`src/rtl/ir_chk_sat_cnt.sv`:
```
// ---------------------------------------------------------------------------
// ir_chk_sat_cnt
// Saturating up-counter used to count IR shift edges since the last capture.
// Ports:
//   clockIR     : counting clock, rising edge
//   rst_instr_n : asynchronous active-low reset (count -> 0)
//   enable      : advance by one on this edge (ignored once saturated)
//   clear       : synchronous clear, has priority over enable
//   count       : current count (registered)
//   saturated   : count is all-ones
// ---------------------------------------------------------------------------
module ir_chk_sat_cnt #(
  parameter int W = 8
) (
  input  logic         clockIR,
  input  logic         rst_instr_n,
  input  logic         enable,
  input  logic         clear,
  output logic [W-1:0] count,
  output logic         saturated
);

  logic [W-1:0] count_r;

  // Count register: clear wins, otherwise advance until all-ones then hold.
  always_ff @(posedge clockIR or negedge rst_instr_n) begin
    if (!rst_instr_n) begin
      count_r <= {W{1'b0}};
    end else if (clear) begin
      count_r <= {W{1'b0}};
    end else if (enable && !(&count_r)) begin
      count_r <= count_r + {{(W-1){1'b0}}, 1'b1};
    end else begin
      count_r <= count_r;
    end
  end

  assign count     = count_r;
  assign saturated = &count_r;

endmodule

```
`config.mk`:
```
export PLATFORM = sky130hd
export DESIGN_NAME = ir_chk_sat_cnt
export DESIGN_NICKNAME = d
export VERILOG_FILES = /design/src/rtl/ir_chk_sat_cnt.sv
export SDC_FILE = /design/constraint.sdc
export NUM_CORES = 1
export LEC_CHECK = 0
export BUFFER_PORTS_ARGS = -buffer_cell sky130_fd_sc_hd__buf_2
export CAP_MARGIN = 25
export CORE_AREA = 2 2 39 41
export CTS_BUF_LIST = sky130_fd_sc_hd__clkbuf_8 sky130_fd_sc_hd__clkbuf_16
export CTS_CLUSTER_DIAMETER = 100
export DETAILED_ROUTE_END_ITERATION = 10
export DIE_AREA = 0 0 41 43
export GPL_ROUTABILITY_DRIVEN = 0
export PLACE_DENSITY = 0.65
export REMOVE_ABC_BUFFERS = 1
export SYNTH_ARGS = -nofsm -noshare
export SYNTH_HDL_FRONTEND = slang
export SYNTH_SLANG_ARGS = --single-unit
```
`constraint.sdc`:
```
create_clock -name clockIR -period 1.8 [get_ports clockIR]
set_clock_uncertainty 0.2 [all_clocks]
set_input_delay 0.18 -clock clockIR [delete_from_list [all_inputs] [get_ports clockIR]]
set_output_delay 0.18 -clock clockIR [all_outputs]
set_load 0.02 [all_outputs]
```
# Word-level counts from Yosys, hierarchy flattened

Cells that the tools add are included.

$add $sub $neg: 1
Multiplexer cells: 2
Reduce and logical (&&, ||, !) cells: 4

Operators by type and width:

| operator              | count |
|---|---|
| $mux W8               | 2 |
| $add A8 B1 Y8 const B | 1 |
| $reduce_and A8 Y1     | 1 |
| $reduce_bool A2 Y1    | 1 |
| $logic_and A1 B1 Y1   | 1 |
| $logic_not A1 Y1      | 1 |

Register bits: 8
Bits of input ports: 4
Output and inout port bits: 9
Word-level logic and storage cells: 8

# Longest topological paths before layout

Depth in word-level cells: 5
Gate-level depth with buffers: 4
Gate-level depth less buffers: 4

# Worst setup path before layout

Ideal clock, no wire load.

Kind: flip-flop to flip-flop
Start: reg count_r[0], in the netlist count[0]
End: reg count_r[0], in the netlist count[0]
Library setup time: 0.125 ns
Arrival time: 1.397 ns
Data required time: 1.475 ns
Path slack: 0.078 ns
Cell stages (with the launch flop): 5
Path buffers: 0
Period minus slack after synthesis: 1.722 ns
Path through: dfrtp_1 -> ha_1 -> and4_4 -> a21boi_4 -> mux2_4

Word-level cells in the longest chain between the ends: 4
Elaborated cells on any way between the ends: 7
Those cells by class: 1 x add/sub; 2 x mux; 4 x reduce/logical

RTL lines:

| item                                                  | RTL line | text |
|---|---|---|
| start: declaration                                    | 23       | `logic [W-1:0] count_r;` |
| start signal: assignment                              | 28       | `count_r <= {W{1'b0}};` |
| start signal: assignment                              | 30       | `count_r <= {W{1'b0}};` |
| start signal: assignment                              | 32       | `count_r <= count_r + {{(W-1){1'b0}}, 1'b1};` |
| branches (longest 4 deep; another with $add A8 B1 Y8) | n/a      |  |

Several ways; the timed one is not identified. The select of a mux whose other input is x is not followed.
A chain may end at the register's enable or synchronous reset.

# Final worst setup path

Start: reg count_r[1], in the netlist count[1]
End: reg count_r[0], in the netlist count[0]

Word-level cells in the longest chain between the ends: 4

RTL lines:

| item                         | RTL line | text |
|---|---|---|
| $reduce_and A8 Y1            | 31       | `end else if (enable && !(&count_r)) begin` |
| $logic_not A1 Y1             | 31       |  |
| $logic_and A1 B1 Y1          | 31       |  |
| $reduce_bool A2 Y1 (no line) | n/a      |  |

No other way between the ends.

==> impl_summary.txt <==
----------------------------------------------------
[Run status]
  Result of the run ... complete, no violations

[Final layout]
  Area added between synthesis and finish ... 30.53%
  FILL cells ... 140
  Share of final-layout standard cells stronger than drive strength 1 ... 41.27%
  Non-Filler Cell Area, Final ... 620.6 um2
  Inserted Diodes ... 0
  Layout Nets ... 70
  Max reg flops ... 8
  Multi-input gate area ... around 250 um2
  Flip-flop and latch area ... 200.2 um2

[Critical path]
  Endpoint of the worst-slack reg-to-reg timing path ... count[0]$_DFFE_PN0P_
  Critical path arrival ... 1.61 ns
  Critical path endpoint category ... flip-flop
  Setup Crit Path Kind ... reg -> reg
  Worst path top cell family by delay ... flip-flops
  Maximum fanout encountered on the critical timing path ... 4
  Worst-path cell with the longest stage delay ... sky130_fd_sc_hd__dfrtp_1
  Worst reg2reg startpoint ... count[1]$_DFFE_PN0P_
  Critical Path Source Type ... flip-flop
  Cell Chain, Critical Path ... ha_2 > and4_4 > buf_4 > a21boi_4 > mux2_4
  Number of cells on the worst reg-to-reg path ... 5
  Number of buffers and inverters on the critical path ... 1
  Critical Path Max Stage Delay ... 0.38 ns
  Setup slack, reg-to-reg ... 0.1 ns
  CP required ... approximately 1.7 ns

[Clock tree]
  Latest clock arrival within the worst-skew pair ... between 0.2 and 0.25 ns
  Root buffer cell ... sky130_fd_sc_hd__clkbuf_8
  Total number of clock tree sinks ... 8
  Worst-path clk slew ... approximately 0.050 ns
  CTS H-tree lvls ... 1
  Number of CTS-inserted buffers ... 3
  Clock tree buffer depth ... 2
  CTS tree ... yes

[Power]
  Total power divided by cell area ... about 730 mW/mm2
  Static Leak ... 0.0003117 uW
  Largest voltage drop on the vdd net ... between 0.0004 and 0.0005 V
  Total power consumption of the routed design ... 454.8 uW

[STA]
  Min setup slack post-route ... ~0.096 ns
  Final worst path period share ... 94.66%
  Minimum period implied by the final worst setup slack ... 1.704 ns
  Slew Viols, Final ... 0
  Worst slack on hold paths ... 0.03580 ns
  Slew of the pin with the lowest slew margin ... between 0.2 and 0.3 ns
  Setup TNS Final ... 0 ns
  Max-slew headroom at the worst pin ... approximately four fifths
  RSZ-0062 raised after global routing ... false
  Final number of setup-violating endpoints ... 0
  Maximum clock frequency ... approximately 590 MHz
  Count of endpoints failing hold in the final timing report ... 0

[Global routing]
  Global route overflow ... 0
  Antenna violations before repair ... 0
  Number of global-route vias before repair ... 381
  Pin count of the biggest net entering global routing ... 11
  Overall routing resource usage ... between 10% and 20%
  Global-route wire length before repair ... 1.752 mm

[Placed design]
  Placed standard-cell area ... ~540 um2
  Detailed-placement wirelength estimate ... 732.4 um
  Setup WS pre-CTS ... 0.1196 ns
  Quantity of I/O buffers inserted on ports ... 12

[Synthesis]
  Gate Count Post-Synth ... 45
  Number of synthesized register bits ... 8
  Main synth FF type ... sky130_fd_sc_hd__dfrtp_1
  Yosys Warn Count ... 0
  Synthesized cell area ... 475.5 um2
  Synthesized area divided by synthesized cell count ... 10.57 um2
  Sequential element share of the synthesized area ... 42.11%
  Async S/R FF share, synth ... 100.0%
  Number of flops mapped to enable cells by yosys ... 0
  Yosys cell types ... 26

[Route]
  Vias per cell ... 5.582
  Residual DRC ... 0
  Detailed-route wire length per cell ... ~14 um
  Wire length reported by the detailed router ... 1.117 mm
  Via count ... 441
  1st-pass router iterations ... 4
  Antenna Violating Nets Remaining ... 0
  DR iter-0 viols ... 13

[Floorplan]
  Initial Utilization ... 34.36%
  Total I/O pin count ... 13
  Vert. Die Dim ... 43 um
  Die boundary width ... 41 um
  Die footprint ... 0.001763 mm2
  Core area ... between 0.001 and 0.0015 mm2
  Site row count ... 14

[Worst hold path]
  Class of the tightest hold or removal check ... in -> reg
  Hold Path Cell Cnt ... 2
  Min-delay src ... clear
  Min-Delay Endpoint ... count[7]$_DFFE_PN0P_

[Run]
  Max Cap Violations ... 0

----------------------------------------------------
synthesized netlist by cell type, types with 2 or more instances:
cell type	count	share of area, %
sky130_fd_sc_hd__nand2_1	2	1.6
sky130_fd_sc_hd__dfrtp_1	8	42
sky130_fd_sc_hd__nand4_1	3	3.9
sky130_fd_sc_hd__nor3_1	2	2.1
sky130_fd_sc_hd__a21oi_1	5	5.3
sky130_fd_sc_hd__inv_1	2	1.6
sky130_fd_sc_hd__a31oi_1	2	2.6
sky130_fd_sc_hd__a211oi_1	2	3.2
sky130_fd_sc_hd__nand2b_1	2	2.6
routing by layer:
layer,global-route usage [%],wire length [um]
met1,20.00,491
met2,20.63,526
met3,6.283,73
met4,10.00,25
met5,0,0
area by class of cell:
cell class | count | share of cell area [%]
well taps | 16 | 3.226
flip-flops and latches | 8 | 32.26
clock buffers | 3 | 6.653
multi-input cells | 33 | 40.52
inverters | 2 | 1.210
repair buffers | 17 | 16.13
what timing repair did:
action                                  4_1_cts  5_1_grt
resized for setup                             1        0
gates cloned                                  0        0
setup buffers                                 2        1
endpoints found under the hold margin         8        0
endpoints found under the setup margin        1        1
hold buffers                                  1        0
cells by family (layout without fill, tap and decap cells):
| group | Yosys count | after routing | synth area share [%] |
|---|---|---|---|
| AND/OR/NAND/NOR | 18 | 18 | 26.32 |
| AO/OA/AOI/OAI | 12 | 12 | 18.16 |
| flip-flops | 8 | 8 | 42.10 |
| buffers and inverters | 4 | 22 | 5.527 |
| multiplexers | 2 | 2 | 5.262 |
| adder cells (fa/ha/maj) | 1 | 1 | 2.631 |
where the power goes:
group | total (uW) | switching [uW] | internal [uW] | leakage, uW
clock | 218 | 73.0 | 145 | 0.0000216
combinational | 48.8 | 25.8 | 23.0 | 0.000180
sequential | 188 | 2.99 | 185 | 0.000110
total | 455 | 102 | 353 | 0.000312
worst register-to-register path, stage by stage, from the launching register on:
cell and delay (ns):
sky130_fd_sc_hd__dfrtp_1 0.38, sky130_fd_sc_hd__ha_2 0.20, sky130_fd_sc_hd__and4_4 0.18, sky130_fd_sc_hd__buf_4 0.14
sky130_fd_sc_hd__a21boi_4 0.17, sky130_fd_sc_hd__mux2_4 0.31
how the worst max path moves through the flow:
stage / slack [ns] / depth (start not counted) / from / end
3_3_place_gp: 0.15 / 4 / count[0]$_DFFE_PN0P_ / count[0]$_DFFE_PN0P_
4_1_cts: 0.04 / 5 / count[1]$_DFFE_PN0P_ / saturated
6_report: 0.1 / 5 / count[1]$_DFFE_PN0P_ / count[0]$_DFFE_PN0P_
2_1_floorplan: 0.08 / 4 / count[0]$_DFFE_PN0P_ / count[0]$_DFFE_PN0P_
3_5_place_dp: 0.12 / 4 / count[0]$_DFFE_PN0P_ / count[0]$_DFFE_PN0P_
5_1_grt: 0.03 / 5 / count[1]$_DFFE_PN0P_ / saturated
through the flow:
stage                     std cells  util [%]
final                            79     44.85
after global routing             79     44.85
after CTS                        78     44.30
after detailed placement         72     39.33
after global placement           72     39.33
after floorplan                  43         -
cells in the final DEF, fill, tap and decap left out, types with 2 or more instances in the layout:
cell,instances
sky130_fd_sc_hd__buf_2,12
sky130_fd_sc_hd__dfrtp_1,8
sky130_fd_sc_hd__a21oi_1,5
sky130_fd_sc_hd__buf_4,4
sky130_fd_sc_hd__nand4_1,3
sky130_fd_sc_hd__clkbuf_8,3
sky130_fd_sc_hd__nand2_1,2
sky130_fd_sc_hd__inv_1,2
sky130_fd_sc_hd__nand2b_1,2
sky130_fd_sc_hd__nor3_1,2
sky130_fd_sc_hd__a31oi_1,2
sky130_fd_sc_hd__a211oi_1,2
(Power assumes the default switching activity.)
